===== src/rtl/usb_pkg.sv =====
// Shared definitions for the lab USB device responder: packet IDs, responder
// states and the encoder request kinds.
package usb_pkg;

    typedef enum logic [3:0] {
        PID_OUT   = 4'b0001,
        PID_IN    = 4'b1001,
        PID_DATA0 = 4'b0011,
        PID_ACK   = 4'b0010,
        PID_NAK   = 4'b1010
    } pid_t;

    typedef enum logic [2:0] {
        ST_IDLE,
        ST_OUT_WDATA,
        ST_IN_SEND,
        ST_IN_WACK,
        ST_SEND_HS
    } state_t;

    localparam logic TX_KIND_HS   = 1'b0;
    localparam logic TX_KIND_DATA = 1'b1;

endpackage


===== src/rtl/usb_device_responder_timer.sv =====
// Wait-state timeout counter: runs while enabled, clears whenever disabled, and
// flags the last allowed cycle of the wait window.
module usb_device_responder_timer #(
    parameter int LIMIT = 64
) (
    input  logic clk,
    input  logic rst,
    input  logic run,
    output logic expired
);

    localparam int W = $clog2(LIMIT + 1);

    logic [W-1:0] cnt_q, cnt_d;

    assign expired = (cnt_q == W'(LIMIT - 1));

    always_comb begin
        cnt_d = cnt_q;
        if (!run) begin
            cnt_d = '0;
        end else if (!expired) begin
            cnt_d = cnt_q + W'(1);
        end
    end

    always_ff @(posedge clk) begin
        if (rst) begin
            cnt_q <= '0;
        end else begin
            cnt_q <= cnt_d;
        end
    end

endmodule


===== src/rtl/usb_device_responder.sv =====
// Device-side responder for the lab USB protocol: answers OUT with ACK/NAK and IN
// with DATA0, holding one receive and one transmit buffer for the application.
module usb_device_responder
    import usb_pkg::*;
#(
    parameter logic [6:0] DEV_ADDR   = 7'd5,
    parameter logic [3:0] ENDP       = 4'd3,
    parameter int         RX_TIMEOUT = 64
) (
    input  logic        clk,
    input  logic        rst,
    input  logic        pkt_valid,
    input  logic [3:0]  pkt_pid,
    input  logic [6:0]  pkt_addr,
    input  logic [3:0]  pkt_endp,
    input  logic [63:0] pkt_data,
    input  logic        pkt_corrupted,
    output logic        tx_valid,
    output logic        tx_kind,
    output logic [3:0]  tx_pid,
    output logic [63:0] tx_data,
    input  logic        tx_ready,
    output logic        app_out_valid,
    output logic [63:0] app_out_data,
    input  logic        app_out_pop,
    input  logic        app_in_load,
    input  logic [63:0] app_in_data,
    output logic        app_in_full,
    output logic        app_in_done,
    output logic [7:0]  err_cnt
);

    state_t      state_q, state_d, ret_q, ret_d;
    logic        tx_valid_q, tx_valid_d, tx_kind_q, tx_kind_d;
    logic [3:0]  tx_pid_q, tx_pid_d;
    logic [63:0] tx_data_q, tx_data_d;
    logic        out_valid_q, out_valid_d, in_full_q, in_full_d, in_done_q, in_done_d;
    logic [63:0] out_data_q, out_data_d, in_buf_q, in_buf_d;
    logic [7:0]  err_q, err_d;
    logic        pkt_good, tok_match, tx_accept, ack_release;
    logic        timer_run, timer_expired;

    assign pkt_good  = pkt_valid & ~pkt_corrupted;
    assign tok_match = pkt_good && (pkt_addr == DEV_ADDR) && (pkt_endp == ENDP);
    assign tx_accept = tx_valid_q & tx_ready;
    assign timer_run = (state_q == ST_OUT_WDATA) || (state_q == ST_IN_WACK);

    usb_device_responder_timer #(.LIMIT(RX_TIMEOUT)) u_timer (
        .clk     (clk),
        .rst     (rst),
        .run     (timer_run),
        .expired (timer_expired)
    );

    always_comb begin
        state_d     = state_q;
        ret_d       = ret_q;
        tx_valid_d  = tx_valid_q;
        tx_kind_d   = tx_kind_q;
        tx_pid_d    = tx_pid_q;
        tx_data_d   = tx_data_q;
        out_valid_d = out_valid_q;
        out_data_d  = out_data_q;
        in_full_d   = in_full_q;
        in_buf_d    = in_buf_q;
        in_done_d   = 1'b0;
        err_d       = err_q;
        ack_release = 1'b0;

        if (pkt_valid && pkt_corrupted && (err_q != 8'hFF)) begin
            err_d = err_q + 8'd1;
        end
        if (tx_accept) begin
            tx_valid_d = 1'b0;
        end
        // A capture can only happen when the buffer is empty, so a pop never races it.
        if (app_out_pop && out_valid_q) begin
            out_valid_d = 1'b0;
        end

        case (state_q)
            ST_IDLE: begin
                if (tok_match && (pkt_pid == PID_OUT)) begin
                    state_d = ST_OUT_WDATA;
                end else if (tok_match && (pkt_pid == PID_IN)) begin
                    tx_valid_d = 1'b1;
                    if (in_full_q) begin
                        state_d   = ST_IN_SEND;
                        tx_kind_d = TX_KIND_DATA;
                        tx_pid_d  = PID_DATA0;
                        tx_data_d = in_buf_q;
                    end else begin
                        state_d   = ST_SEND_HS;
                        ret_d     = ST_IDLE;
                        tx_kind_d = TX_KIND_HS;
                        tx_pid_d  = PID_NAK;
                        tx_data_d = '0;
                    end
                end
            end
            ST_OUT_WDATA: begin
                if (pkt_valid && (pkt_pid == PID_DATA0)) begin
                    state_d    = ST_SEND_HS;
                    tx_valid_d = 1'b1;
                    tx_kind_d  = TX_KIND_HS;
                    tx_data_d  = '0;
                    if (pkt_corrupted) begin
                        tx_pid_d = PID_NAK;
                        ret_d    = ST_OUT_WDATA;
                    end else if (!out_valid_q) begin
                        tx_pid_d    = PID_ACK;
                        ret_d       = ST_IDLE;
                        out_valid_d = 1'b1;
                        out_data_d  = pkt_data;
                    end else begin
                        tx_pid_d = PID_NAK;
                        ret_d    = ST_IDLE;
                    end
                end else if (timer_expired) begin
                    state_d = ST_IDLE;
                end
            end
            ST_IN_SEND: begin
                if (tx_accept) begin
                    state_d = ST_IN_WACK;
                end
            end
            ST_IN_WACK: begin
                if (pkt_good && (pkt_pid == PID_ACK)) begin
                    state_d     = ST_IDLE;
                    ack_release = 1'b1;
                    in_done_d   = 1'b1;
                end else if (pkt_good && (pkt_pid == PID_NAK)) begin
                    state_d    = ST_IN_SEND;
                    tx_valid_d = 1'b1;
                    tx_kind_d  = TX_KIND_DATA;
                    tx_pid_d   = PID_DATA0;
                    tx_data_d  = in_buf_q;
                end else if (timer_expired) begin
                    state_d = ST_IDLE;
                end
            end
            ST_SEND_HS: begin
                if (tx_accept) begin
                    state_d = ret_q;
                end
            end
            default: state_d = ST_IDLE;
        endcase

        // A load in the same cycle as the host ACK refills the buffer immediately.
        if (app_in_load && (!in_full_q || ack_release)) begin
            in_buf_d  = app_in_data;
            in_full_d = 1'b1;
        end else if (ack_release) begin
            in_full_d = 1'b0;
        end
    end

    always_ff @(posedge clk) begin
        if (rst) begin
            state_q     <= ST_IDLE;
            ret_q       <= ST_IDLE;
            tx_valid_q  <= 1'b0;
            tx_kind_q   <= 1'b0;
            tx_pid_q    <= '0;
            tx_data_q   <= '0;
            out_valid_q <= 1'b0;
            out_data_q  <= '0;
            in_full_q   <= 1'b0;
            in_buf_q    <= '0;
            in_done_q   <= 1'b0;
            err_q       <= '0;
        end else begin
            state_q     <= state_d;
            ret_q       <= ret_d;
            tx_valid_q  <= tx_valid_d;
            tx_kind_q   <= tx_kind_d;
            tx_pid_q    <= tx_pid_d;
            tx_data_q   <= tx_data_d;
            out_valid_q <= out_valid_d;
            out_data_q  <= out_data_d;
            in_full_q   <= in_full_d;
            in_buf_q    <= in_buf_d;
            in_done_q   <= in_done_d;
            err_q       <= err_d;
        end
    end

    assign tx_valid      = tx_valid_q;
    assign tx_kind       = tx_kind_q;
    assign tx_pid        = tx_pid_q;
    assign tx_data       = tx_data_q;
    assign app_out_valid = out_valid_q;
    assign app_out_data  = out_data_q;
    assign app_in_full   = in_full_q;
    assign app_in_done   = in_done_q;
    assign err_cnt       = err_q;

endmodule


===== config.mk =====
export PLATFORM = sky130hd
export DESIGN_NAME = usb_device_responder
export DESIGN_NICKNAME = d
export VERILOG_FILES = /design/src/rtl/usb_pkg.sv /design/src/rtl/usb_device_responder_timer.sv /design/src/rtl/usb_device_responder.sv
export SDC_FILE = /design/constraint.sdc
export NUM_CORES = 1
export LEC_CHECK = 0
export CAP_MARGIN = 20
export CORE_MARGIN = 3
export CORE_UTILIZATION = 46
export CTS_BUF_LIST = sky130_fd_sc_hd__clkbuf_8
export DETAILED_ROUTE_END_ITERATION = 10
export GPL_TIMING_DRIVEN = 0
export PLACE_DENSITY = 0.83
export SYNTH_ARGS = -nofsm -noshare
export SYNTH_HDL_FRONTEND = slang
export SYNTH_HIERARCHICAL = 1
export SYNTH_SLANG_ARGS = --single-unit

===== constraint.sdc =====
create_clock -name clk -period 2.6 [get_ports clk]
set_input_delay 0.52 -clock clk [delete_from_list [all_inputs] [get_ports clk]]
set_output_delay 0.52 -clock clk [all_outputs]
set_load 0.1 [all_outputs]

==> results of run 1 <==
[logic make-up (layout without fill, tap and decap cells)]
logic type | after synthesis | count (layout)
compound gates | 239 | 239
fa+ha+maj | 2 | 2
mux | 2 | 2
buf+inv | 67 | 418
other cells | 1 | 1
simple gates | 337 | 337
flops | 218 | 218
xor+xnor | 6 | 6
[per-layer routing]
layer / wire, µm / global-route usage
met1: 9041 / 0.2664
met3: 2715 / 0.1004
met4: 707 / 0.09091
met2: 11370 / 0.3997
met5: 0 / 0
[through the flow]
step	instances	setup TNS (ps)
after floorplan	872	0
after global placement	1384	-37600
after detailed placement	1384	-41440
after CTS	1443	0
after global routing	1443	0
final	1443	0
[how the worst max path moves through the flow]
stage                                 from                to  slack [ps]  cells after the start
after floorplan                 err_cnt[2]        err_cnt[3]         420                      5
after global placement          pkt_pid[1]       in_buf_q[5]        -450                      7
after detailed placement        pkt_pid[1]       in_buf_q[3]        -460                      7
after CTS                 app_out_data[58]  app_out_data[58]           1                      1
after global routing      app_out_data[56]  app_out_data[56]         0.5                      1
final                           tx_data[0]        tx_data[0]          50                      1
[state kept, by name, indices dropped and copies added (netlist names)]
| register | cells |
|---|---|
| app_in_done | 1 |
| app_in_full | 1 |
| app_out_data | 64 |
| app_out_valid | 1 |
| err_cnt | 8 |
| in_buf_q | 64 |
| ret_q | 1 |
| state_q | 3 |
| tx_data | 64 |
| tx_pid | 3 |
| tx_valid | 1 |
| u_timer/cnt_q | 7 |
[area by class of cell]
type	count	area, µm²	share of cell area
Inverter	5	18.77	0.001583
Multi-Input combinational cell	587	3181	0.2683
Buffer	62	405.4	0.03420
Clock buffer	44	605.6	0.05109
Clock inverter	15	68.82	0.005806
Sequential cell	218	4364	0.3682
Tap cell	220	275.3	0.02322
Timing Repair Buffer	292	2934	0.2475
[synth_stat cells, types with 2 or more instances]
cell	number
buf_6	8
o21bai_1	2
nand4_1	5
buf_2	11
buf_4	8
o32ai_1	2
mux2i_1	2
nand4bb_1	2
nor3_1	4
buf_8	6
nor2_1	12
and3_1	4
xor2_1	5
o21ai_0	4
and2_1	2
a21oi_1	137
nand2_1	272
nand3_1	7
inv_1	5
o211a_1	2
dfxtp_1	218
a22o_1	38
a21oi_2	2
a211oi_2	2
a22o_2	26
nand2b_1	6
clkbuf_1	28
a31oi_1	12
ha_1	2
nor2b_1	4
[where the power goes]
part           switching (µW)  internal [µW]  total, µW
registers                32.6           3400       3430
logic                     238            274        512
clock network            1320           1520       2840
[timing repair]
action                                  4_1_cts  5_1_grt
hold buffers                                  0        0
endpoints found under the hold margin         0        0
endpoints found under the setup margin       11       70
gates resized for setup                      11       11
==> implementation parameters, run 1 <==
Parameter                              Value

Global routing
  Maximum number of pins on one net before global-route repair    11
  Via count of the first global-routing pass    7169
  GRT Overall Usage    0.2374
  Initial antenna violation count    0
  Remaining global-route overflow    0
  Wire length of the first global-routing pass    35.97 mm

Setup path
  Worst path bufs/invs    1
  R2R depth    7
  Crit path required time    2080 ps
  Master of the slowest instance on the critical path    clkdlybuf4s50_1
  Crit-path cells    clkdlybuf4s50_1
  Type of origin of the critical path    flop
  Biggest fanout along the worst timing path    2
  CP Data Arrival Time    2030 ps
  Cell type group with the largest total delay on the critical path    buffers and inverters
  Setup slack, reg-to-reg    360 ps
  Largest stage delay on the critical path    1160 ps
  Worst setup path category    reg2out
  Crit Reg-Reg Startpoint    state_q[1]
  Category of the worst setup path capture point    output port
  RR Endpoint    tx_data[30]

Hold path
  Hold Crit Start    pkt_corrupted
  Number of cells on the worst hold path    3
  Worst Hold Endpoint    ret_q[0]
  Class of the tightest hold or removal check    in2reg

Clock tree
  Later-pin clock latency in the skew report    510 ps
  Clock buffer count from CTS    36
  Clock transition at the registers of the reported paths    60 ps
  H-tree depth    2
  Number of clock sinks seen by CTS    218
  Clock Tree Root    clkbuf_8
  Clock buffer depth    3
  Setup Fix Bufs, Post-CTS    0
  TritonCTS clock tree    built

STA
  Fin. Hold Viols    0
  Worst-margin pin slew    1097 ps
  Final setup violation count    0
  FMAX    392.5 MHz
  Slew Limit Headroom    0.2716
  Post-layout min period    2548 ps
  Minimum hold slack    349.0 ps
  Setup slack of the critical path after layout    52.16 ps
  RSZ-0062 raised after global routing    no
  Number of max-slew violations in the final report    0
  Max Clock Skew    21.15 ps
  Final critical-path share of the clock period    0.9799

Pwr
  Total chip power    6784 µW
  IR drop worst, VDD    0.0004428 V
  Leakage power    0.004626 µW
  Total power per unit cell area    572.4 nW/µm²

Yosys
  Largest area contributor in the synthesized netlist    dfxtp_1
  Simple-gate area share of the yosys netlist    0.1870
  Netlist Area Pre-Place    7961 µm²
  Post-synthesis share of cell area spent on xor and xnor gates    0.006601
  Synthesis Warnings    6
  Most frequently used flop master after synthesis    dfxtp_1
  Largest family of logic cells by synthesized area    compound AO/OA/AOI/OAI gates
  Synthesized instance count    872
  Multiplexer share of the synthesized area    0.002515
  Cell types with the largest area share after synthesis    dfxtp_1 (55%), nand2_1 (13%), a21oi_1 (8.6%)
  Synthesized-area fraction occupied by ao, oa, aoi and oai cells    0.1988
  Fraction of registers with async set or reset after synthesis    0
  Nets in the synthesized netlist    1024
  Number of synthesized register bits    218
  Number of flops mapped to enable cells by yosys    0
  Sequential area share after synthesis    0.5482
  Unique masters post-synth    64
  Mean instance size in the synthesized netlist    9.130 µm²
  Post-synthesis share of cell area spent on full adders, half adders and majority gates    0.003143
  Top-area cell type share of the netlist area    0.5482

Floorplan
  DIE AREA    18920 µm²
  Ports    295
  Starting utilization of the core area    0.4750
  Number of placement rows    47
  Chip Width    137.6 µm
  Core area    16760 µm²
  Floorplan die height    137.6 µm

Finish
  Share of layout cells above drive strength 1    0.1047
  Final core utilization    0.7072
  Area Overhead vs Synth    48.88%
  Antenna diode count    0
  Most frequent standard cell in the layout excluding fill and tap cells    nand2_1
  Final cell area excluding filler cells    11850 µm²
  Commonest cells after routing, fill and taps aside    nand2_1 (272), clkdlybuf4s50_1 (271), dfxtp_1 (218)
  Number of nets in the layout    1354
  Fill count    1311

Placed design
  Place WS    -458.8 ps
  IO buf count    292
  Half-perimeter wire length of the detailed placement result    17.50 mm
  Routability congestion estimate    0.8787
  Area after DPL    11160 µm²

Drt
  Length of the first detailed-routing pass in iterations    4
  Total detailed-routing wirelength    23.83 mm
  Via count    7409
  Post-route antenna net violation count    0
  DRC    0
  Vias/cell    5.134
  Initial detailed-routing violation count    297
  Wire length per cell    16.51 µm

Run status
  Status    finished, final reports clean

Flow run
  Total of max-cap violations    0
Note: power is estimated with default switching activity, not from simulation.
==> run 2: changes to the inputs <==
--- a/config.mk
+++ b/config.mk
@@ -9,8 +9,10 @@
 export CORE_MARGIN = 3
 export CORE_UTILIZATION = 46
 export CTS_BUF_LIST = sky130_fd_sc_hd__clkbuf_8
+export CTS_CLUSTER_DIAMETER = 30
 export DETAILED_ROUTE_END_ITERATION = 10
 export GPL_TIMING_DRIVEN = 0
+export HOLD_SLACK_MARGIN = 0.1
 export PLACE_DENSITY = 0.83
 export SYNTH_ARGS = -nofsm -noshare
 export SYNTH_HDL_FRONTEND = slang
==> run 2 against run 1 <==
  * Die area unchanged
  * Utilization up 1.8 points
  * Sequential cell count unchanged
  * Worst setup slack worse by 19 ps
  * Critical path type unchanged
==> implementation parameters, run 2 (synthesis gave the netlist of run 1 again) <==
Parameter                              Value

Clock tree
  Clock buffer depth    3
  Clock Tree Root    clkbuf_8
  Setup Fix Bufs, Post-CTS    0
  Number of clock sinks seen by CTS    218
  Hold Buf Count CTS    0
  TritonCTS clock tree    built
  Clock buffer count from CTS    43
  H-tree depth    2
  Clock transition at the registers of the reported paths    60 ps
  Later-pin clock latency in the skew report    520 ps

Setup path
  Worst setup path category    reg2out
  Master of the slowest instance on the critical path    clkdlybuf4s50_1
  Biggest fanout along the worst timing path    2
  CP Data Arrival Time    2050 ps
  Crit path required time    2080 ps
  RR Endpoint    tx_data[62]
  Cell type group with the largest total delay on the critical path    buffers and inverters
  Category of the worst setup path capture point    output port
  R2R depth    7
  Type of origin of the critical path    flop
  Worst path bufs/invs    1
  Crit Reg-Reg Startpoint    state_q[1]
  Largest stage delay on the critical path    1180 ps
  Setup slack, reg-to-reg    410 ps
  Crit-path cells    clkdlybuf4s50_1

Drt
  Via count    7417
  Length of the first detailed-routing pass in iterations    4
  DRC    0
  Vias/cell    5.080
  Wire length per cell    16.54 µm
  Initial detailed-routing violation count    294
  Total detailed-routing wirelength    24.15 mm
  Post-route antenna net violation count    0

STA
  Final critical-path share of the clock period    0.9871
  Final setup violation count    0
  RSZ-0062 raised after global routing    no
  Max Clock Skew    12.66 ps
  Worst-margin pin slew    1098 ps
  Fin. Hold Viols    0
  FMAX    389.6 MHz
  Setup slack of the critical path after layout    33.51 ps
  Total Negative Setup Slacks    0 ps
  Post-layout min period    2566 ps
  Slew Limit Headroom    0.2709
  Number of max-slew violations in the final report    0

Floorplan
  Chip Width    137.6 µm
  DIE AREA    18920 µm²
  Ports    295
  Number of placement rows    47
  Core area    16760 µm²
  Floorplan die height    137.6 µm
  Starting utilization of the core area    0.4750

Hold path
  Class of the tightest hold or removal check    in2reg
  Worst Hold Endpoint    ret_q[0]
  Number of cells on the worst hold path    3
  Hold Crit Start    pkt_corrupted

Global routing
  Initial antenna violation count    0
  Maximum number of pins on one net before global-route repair    11
  GRT Overall Usage    0.2398
  Wire length of the first global-routing pass    36.33 mm
  Remaining global-route overflow    0
  Via count of the first global-routing pass    7266

Finish
  Number of nets in the layout    1361
  Most frequent standard cell in the layout excluding fill and tap cells    nand2_1
  Antenna diode count    0
  Commonest cells after routing, fill and taps aside    nand2_1 (272), clkdlybuf4s50_1 (248), dfxtp_1 (218)
  Final cell area excluding filler cells    12150 µm²
  Share of layout cells above drive strength 1    0.1145
  Area Overhead vs Synth    52.60%

Placed design
  Area after DPL    11160 µm²
  IO buf count    292
  Place WS    -458.8 ps
  Routability congestion estimate    0.8787
  Half-perimeter wire length of the detailed placement result    17.50 mm

Run status
  Status    finished, final reports clean

Pwr
  IR drop worst, VDD    0.0005434 V
  Total power per unit cell area    627.4 nW/µm²
  Leakage power    0.005119 µW

Flow run
  Total of max-cap violations    0
-- run 2: worst max-delay path by stage --
stage | slack (ps) | endpoint | cells after the start | startpoint
2_1_floorplan | 420 | err_cnt[3] | 5 | err_cnt[2]
3_3_place_gp | -450 | in_buf_q[5] | 7 | pkt_pid[1]
3_5_place_dp | -460 | in_buf_q[3] | 7 | pkt_pid[1]
4_1_cts | 3 | tx_data[57] | 1 | tx_data[57]
5_1_grt | 0.2 | tx_data[37] | 1 | tx_data[37]
6_report | 30 | tx_data[63] | 1 | tx_data[63]
-- run 2: layer usage --
metal / share of wire / wire [µm] / vias to the layer above / track usage
met2: 0.48 / 11480 / 302 / 0.4024
met1: 0.38 / 9254 / 3396 / 0.2685
li1: - / - / 3672 / -
met4: 0.030 / 734 / 0 / 0.09035
met3: 0.11 / 2677 / 47 / 0.1056
met5: 0 / 0 / - / 0
-- run 2: repair_timing --
| action | in CTS | in global routing |
|---|---|---|
| setup endpoints to repair | 17 | 87 |
| gates resized for setup | 17 | 28 |
| cloned | 0 | 0 |
| pin swaps | 0 | 0 |
-- run 2: metrics by stage --
stage | utilization | hold slack, ps | total power (µW) | std cells
after floorplan | - | 426.0 | 3708 | 872
after global placement | 0.6658 | 434.9 | 4007 | 1384
after detailed placement | 0.6658 | 440.3 | 4016 | 1384
after CTS | 0.7204 | 286.6 | 7682 | 1460
after global routing | 0.7249 | 309.2 | 7876 | 1460
final | 0.7249 | 323.5 | 7623 | 1460
-- run 2: power breakdown --
part | internal [µW] | switching [µW]
combinational | 274 | 238
sequential | 3400 | 32.3
clock | 2240 | 1440
-- run 2: final cells by class --
type                            count  area, µm²
Buffer                             62      405.4
Clock buffer                       53      729.5
Clock inverter                     23      206.4
Fill cell                        1281       4611
Inverter                            5      18.77
Multi-Input combinational cell    587       3181
Sequential cell                   218       4364
Tap cell                          220      275.3
Timing Repair Buffer              292       2969
==> run 3: changes to the inputs <==
--- a/config.mk
+++ b/config.mk
@@ -7,7 +7,7 @@
 export LEC_CHECK = 0
 export CAP_MARGIN = 20
 export CORE_MARGIN = 3
-export CORE_UTILIZATION = 46
+export CORE_UTILIZATION = 47
 export CTS_BUF_LIST = sky130_fd_sc_hd__clkbuf_8
 export CTS_CLUSTER_DIAMETER = 30
 export DETAILED_ROUTE_END_ITERATION = 10
@@ -16,5 +16,4 @@
 export PLACE_DENSITY = 0.83
 export SYNTH_ARGS = -nofsm -noshare
 export SYNTH_HDL_FRONTEND = slang
-export SYNTH_HIERARCHICAL = 1
 export SYNTH_SLANG_ARGS = --single-unit
==> run 3 against run 2 <==
  * Synthesized cell count grew 14%
  * Fmax up 0.35%
  * First-iteration DRC count grew 3.4%
  * Critical path type unchanged
  * Critical endpoint is now tx_pid[3]
  * Largest cell class unchanged
  * Largest power group unchanged
  * Highest routed layer unchanged
==> implementation parameters, run 3 <==
Parameter                              Value

Pwr
  Combinational Power Share    0.072
  Internal Dissipation    5817 µW
  IR drop worst, VDD    0.0004417 V
  Fraction of power consumed by sequential logic    0.453
  Proportion of total power due to net switching    0.2319
  Total power per unit cell area    599.5 nW/µm²
  Leakage power    0.005457 µW
  Net switching power figure    1757 µW
  Portion of total power attributed to the clock network    0.475

STA
  Post-layout min period    2558 ps
  Max Clock Skew    20.37 ps
  Worst-margin pin slew    1062 ps
  Fin. Hold Viols    0
  Number of max-slew violations in the final report    0
  Final critical-path share of the clock period    0.9837
  Slew Limit Headroom    0.2908
  Final setup violation count    0
  Total Negative Setup Slacks    0 ps
  FMAX    391.0 MHz

Placed design
  IO buf count    293
  Half-perimeter wire length of the detailed placement result    18.63 mm
  Area after DPL    11610 µm²
  Routability congestion estimate    0.8330

Clock tree
  Clock buffer count from CTS    43
  Setup Fix Bufs, Post-CTS    0
  Hold Buf Count CTS    0
  H-tree depth    2
  Later-pin clock latency in the skew report    530 ps
  Clock Tree Root    clkbuf_8
  Clock transition at the registers of the reported paths    50 ps
  Number of clock sinks seen by CTS    218
  TritonCTS clock tree    built
  Clock buffer depth    3

Finish
  Share of layout cells above drive strength 1    0.07117
  Final core utilization    0.7253
  Most frequent standard cell in the layout excluding fill and tap cells    nand2_1
  Commonest cells after routing, fill and taps aside    nand2_1 (331), clkdlybuf4s50_1 (252), dfxtp_1 (218)
  Number of nets in the layout    1482
  Area Overhead vs Synth    50.51%
  Final cell area excluding filler cells    12630 µm²

Flow run
  Total of max-cap violations    0

Yosys
  Cell types with the largest area share after synthesis    dfxtp_1 (52%), nand2_1 (15%), a21oi_1 (8.4%)
  Largest area contributor in the synthesized netlist    dfxtp_1
  Most frequently used flop master after synthesis    dfxtp_1
  Number of flops mapped to enable cells by yosys    0
  Nets in the synthesized netlist    1144
  Synthesis Warnings    0
  Fraction of registers with async set or reset after synthesis    0
  Leading cell type by number of instances after synthesis    nand2_1
  Top-area cell type share of the netlist area    0.5200
  Unique masters post-synth    48
  Synthesized instance count    992
  Number of synthesized register bits    218
  Sequential area share after synthesis    0.5200
  Mean instance size in the synthesized netlist    8.461 µm²
  Netlist Area Pre-Place    8393 µm²
  Cell types with the highest counts after synthesis    nand2_1 (332), dfxtp_1 (218), a21oi_1 (141)

Setup path
  Biggest fanout along the worst timing path    2
  CP Data Arrival Time    2040 ps
  Worst path bufs/invs    1
  Category of the worst setup path capture point    output port
  Type of origin of the critical path    flop
  Crit path required time    2080 ps
  Cell type group with the largest total delay on the critical path    buffers and inverters
  Worst setup path category    reg2out
  Master of the slowest instance on the critical path    clkdlybuf4s50_1
  Crit-path cells    clkdlybuf4s50_1
  Largest stage delay on the critical path    1150 ps

Floorplan
  Ports    295
  Core area    17420 µm²
  Chip Width    139.6 µm
  DIE AREA    19500 µm²
  Starting utilization of the core area    0.4819
  Floorplan die height    139.6 µm
  Number of placement rows    48

Drt
  Post-route antenna net violation count    0
  Length of the first detailed-routing pass in iterations    4
  DRC    0
  Vias/cell    5.083
  Initial detailed-routing violation count    304
  Total detailed-routing wirelength    26.08 mm
  Wire length per cell    16.42 µm
  Via count    8077

Run status
  Status    finished, final reports clean

Global routing
  Met1 GRT Util    0.2724
  Maximum number of pins on one net before global-route repair    12
  GRT Overall Usage    0.2551
  Met2 track demand over resource in global routing    0.4608
  Initial antenna violation count    1
  Busiest metal layer after global routing    met2
  Remaining global-route overflow    0
  Wire length of the first global-routing pass    40.76 mm
  Via count of the first global-routing pass    8209
  Met3 Use GR    0.09107

Hold path
  Class of the tightest hold or removal check    reg2reg
==> run 3: cell count changes in the layout (fill, tap and decap cells not counted), moves of 17 or more <==
| cell | delta |
|---|---|
| nand2_1 | +59 |
| a22o_2 | -26 |
| a22o_1 | -37 |
| mux2i_1 | +65 |
| nand2b_1 | +65 |
| clkbuf_1 | +17 |
==> run 3: kinds of logic (layout without fill, tap and decap cells) <==
kind of cell,after synthesis,after routing,synth area share
simple gates,457,457,0.2409
mux,68,68,0.08125
fa+ha+maj,2,2,0.002981
xor+xnor,11,11,0.01148
buf+inv,73,444,0.04025
other cells,1,2,0.0004468
flops,218,218,0.5200
compound gates,162,162,0.1027
==> run 3: what timing repair did <==
action                                  CTS  global route
pin swaps                                 0             0
endpoints found under the setup margin   31           175
gates resized for setup                  12            37
==> run 3: power by group through the flow <==
stage | Sequential (µW) | Clock [µW] | Combinational (µW)
floorplan | 3520 | 0 | 203
global placement | 3500 | 0 | 534
detailed placement | 3500 | 0 | 540
CTS | 3430 | 3670 | 544
global route | 3440 | 3810 | 587
finish | 3430 | 3590 | 545
==> run 3: layout make-up <==
| type | instances | area [µm²] |
|---|---|---|
| timing repair buffer | 293 | 2994 |
| buffer | 69 | 324.1 |
| clock buffer | 52 | 715.7 |
| multi-input combinational | 701 | 3729 |
| antenna | 1 | 2.502 |
| inverter | 4 | 15.01 |
| sequential | 218 | 4364 |
| fill | 1295 | 4785 |
| clock inverter | 26 | 206.4 |
| tap | 225 | 281.5 |
==> run 3: per-stage QoR <==
step | instances | worst slack, ps | power, µW | hold slack (ps)
after floorplan | 992 | 336.9 | 3722 | 415.2
after global placement | 1510 | -590.4 | 4035 | 425.5
after detailed placement | 1510 | -568.3 | 4044 | 437.7
after CTS | 1588 | 2.764 | 7642 | 445.6
after global routing | 1589 | -8.380 | 7838 | 459.7
final | 1589 | 42.46 | 7573 | 441.0
==> run 3: routing by layer <==
| layer | wire length [µm] | vias to the layer above | part of all wire |
|---|---|---|---|
| met5 | 0 | - | 0 |
| met4 | 768 | 0 | 0.029 |
| met3 | 2344 | 64 | 0.090 |
| met2 | 13080 | 299 | 0.50 |
| met1 | 9889 | 3781 | 0.38 |
| li1 | - | 3933 | - |
==> run 3: path summary, 6_finish.rpt <==
| kind | start | to | slack, ps | depth (start not counted) |
|---|---|---|---|---|
| hold / removal | tx_pid[1] | tx_pid[1] | 440 | 2 |
| setup / recovery | tx_pid[3] | tx_pid[3] | 40 | 1 |
| setup reg to reg | state_q[0] | tx_data[23] | 260 | 7 |
| hold reg to reg | tx_pid[1] | tx_pid[1] | 440 | 2 |
==> RTL edit: new RTL, settings of run 1 <==
Encoding of `state_t`: now one-hot (5 bits for 5 states).
--- a/src/rtl/usb_pkg.sv
+++ b/src/rtl/usb_pkg.sv
@@ -11,10 +11,10 @@
     } pid_t;
 
-    typedef enum logic [2:0] {
-        ST_IDLE,
-        ST_OUT_WDATA,
-        ST_IN_SEND,
-        ST_IN_WACK,
-        ST_SEND_HS
+    typedef enum logic [4:0] {
+        ST_IDLE      = 5'b00001,
+        ST_OUT_WDATA = 5'b00010,
+        ST_IN_SEND   = 5'b00100,
+        ST_IN_WACK   = 5'b01000,
+        ST_SEND_HS   = 5'b10000
     } state_t;
 
Function: same outputs for any inputs over 4 cycles, from zero or initial values and one cycle with rst high; so few cycles prove little.
==> RTL edit against run 1 <==
  * Clock power down 2%
  * Setup slack worse by 0.0072 ns
  * Final area up 1.1%
  * Die area up 1.3%
  * Total power about the same
  * Maximum frequency down 0.28%
  * Count of clock-buffer cells in the layout down 3
  * Area after synthesis up 1.4%
  * Routed wire length up 5.3%
  * Sequential cell count up 3
  * Critical path depth unchanged
  * Largest power group unchanged
==> RTL edit: results (changes against run 1) <==
Vias=7286 (-1.7%); multi-input logic area=3340 sq um (+5.0%); Die Area=19200 sq um (+1.3%); Worst R2R Setup Slack=0.17 ns (-0.19 ns); Yosys cell types=62 (-3.1%); # clk buffers=41 (-6.8%); post-cts sizing count=21 (+10); first-pass GRT wire length=39800 microns (+11%); Area after DPL=11300 sq um (+0.99%); synth cell count leaders=dfxtp_1 (221), nand2_1 (143), nor2_1 (82); met2 usage=0.416 (+0.0163); Logic inverters=6 (+1); largest cells by area after synthesis=dfxtp_1 (55%), mux2i_1 (8.2%), a22o_1 (6.9%); Fillers=1291 (-1.5%); Final Hold Slack=0.448 ns (+0.0986 ns); Synth Area in Compound Gates=0.155 (-0.0438); Layout Cells excl Fill=1401 (-2.9%); FF/Latch Area=4420 sq um (+1.4%); max layer used=met5; hold worst-path end=u_timer/cnt_q[6]; P_seq=0.00349 W (+2%); met2 routed WL=11900 microns (+4.7%); multi-input combinational gate total=540 (-8.0%); clock sink total=221 (+1.4%); Worst Tran Pin Value=1.12 ns (+0.0212 ns); CP Max Fanout=3 (+1); WL met3=1940 microns (-29%); P_int=0.00519 W (-0.24%); Synth Area in Adders=0.00310 (-0.0000429); Setup Skew=0.0156 ns (-0.00558 ns); total track usage=0.254 (+0.0169); pre-CTS WS=-0.630 ns (-0.172 ns); outcome=finished, final reports clean; number of global-route vias before repair=7417 (+3.5%); FF-to-FF Start=state_q[0]; reg2reg end=app_out_data[21]; VDD IR max=0.000471 V (+6.4%); Initial DRC Count=456 (+54%); Mapped Nets=977 (-4.6%); GR Util met3=0.0798 (-0.0207); clk pwr=0.00278 W (-2%); HP Start=u_timer/cnt_q[6]; WL/cell=17.9 microns (+8.4%); met1 usage=0.310 (+0.0434)
## RTL edit: cell count changes after synthesis, moves of 6 or more
cell	change
xnor2_1	+6
buf_8	-6
a21oi_1	-65
a22o_2	-26
nor2_1	+70
clkbuf_1	-8
mux2i_1	+64
a22o_1	+26
buf_2	+13
nand2_1	-129
## RTL edit: worst max-delay path by stage
| stage | startpoint | slack [ns] | endpoint | cells after the start |
|---|---|---|---|---|
| floorplan | err_cnt[0] | 0.25 | err_cnt[5] | 6 |
| global placement | pkt_endp[0] | -0.67 | tx_data[60] | 8 |
| detailed placement | pkt_endp[0] | -0.63 | tx_data[55] | 8 |
| CTS | app_out_data[15] | 0.004 | app_out_data[15] | 1 |
| global route | app_out_data[48] | 0.0005 | app_out_data[48] | 1 |
| finish | tx_valid | 0.04 | tx_valid | 1 |
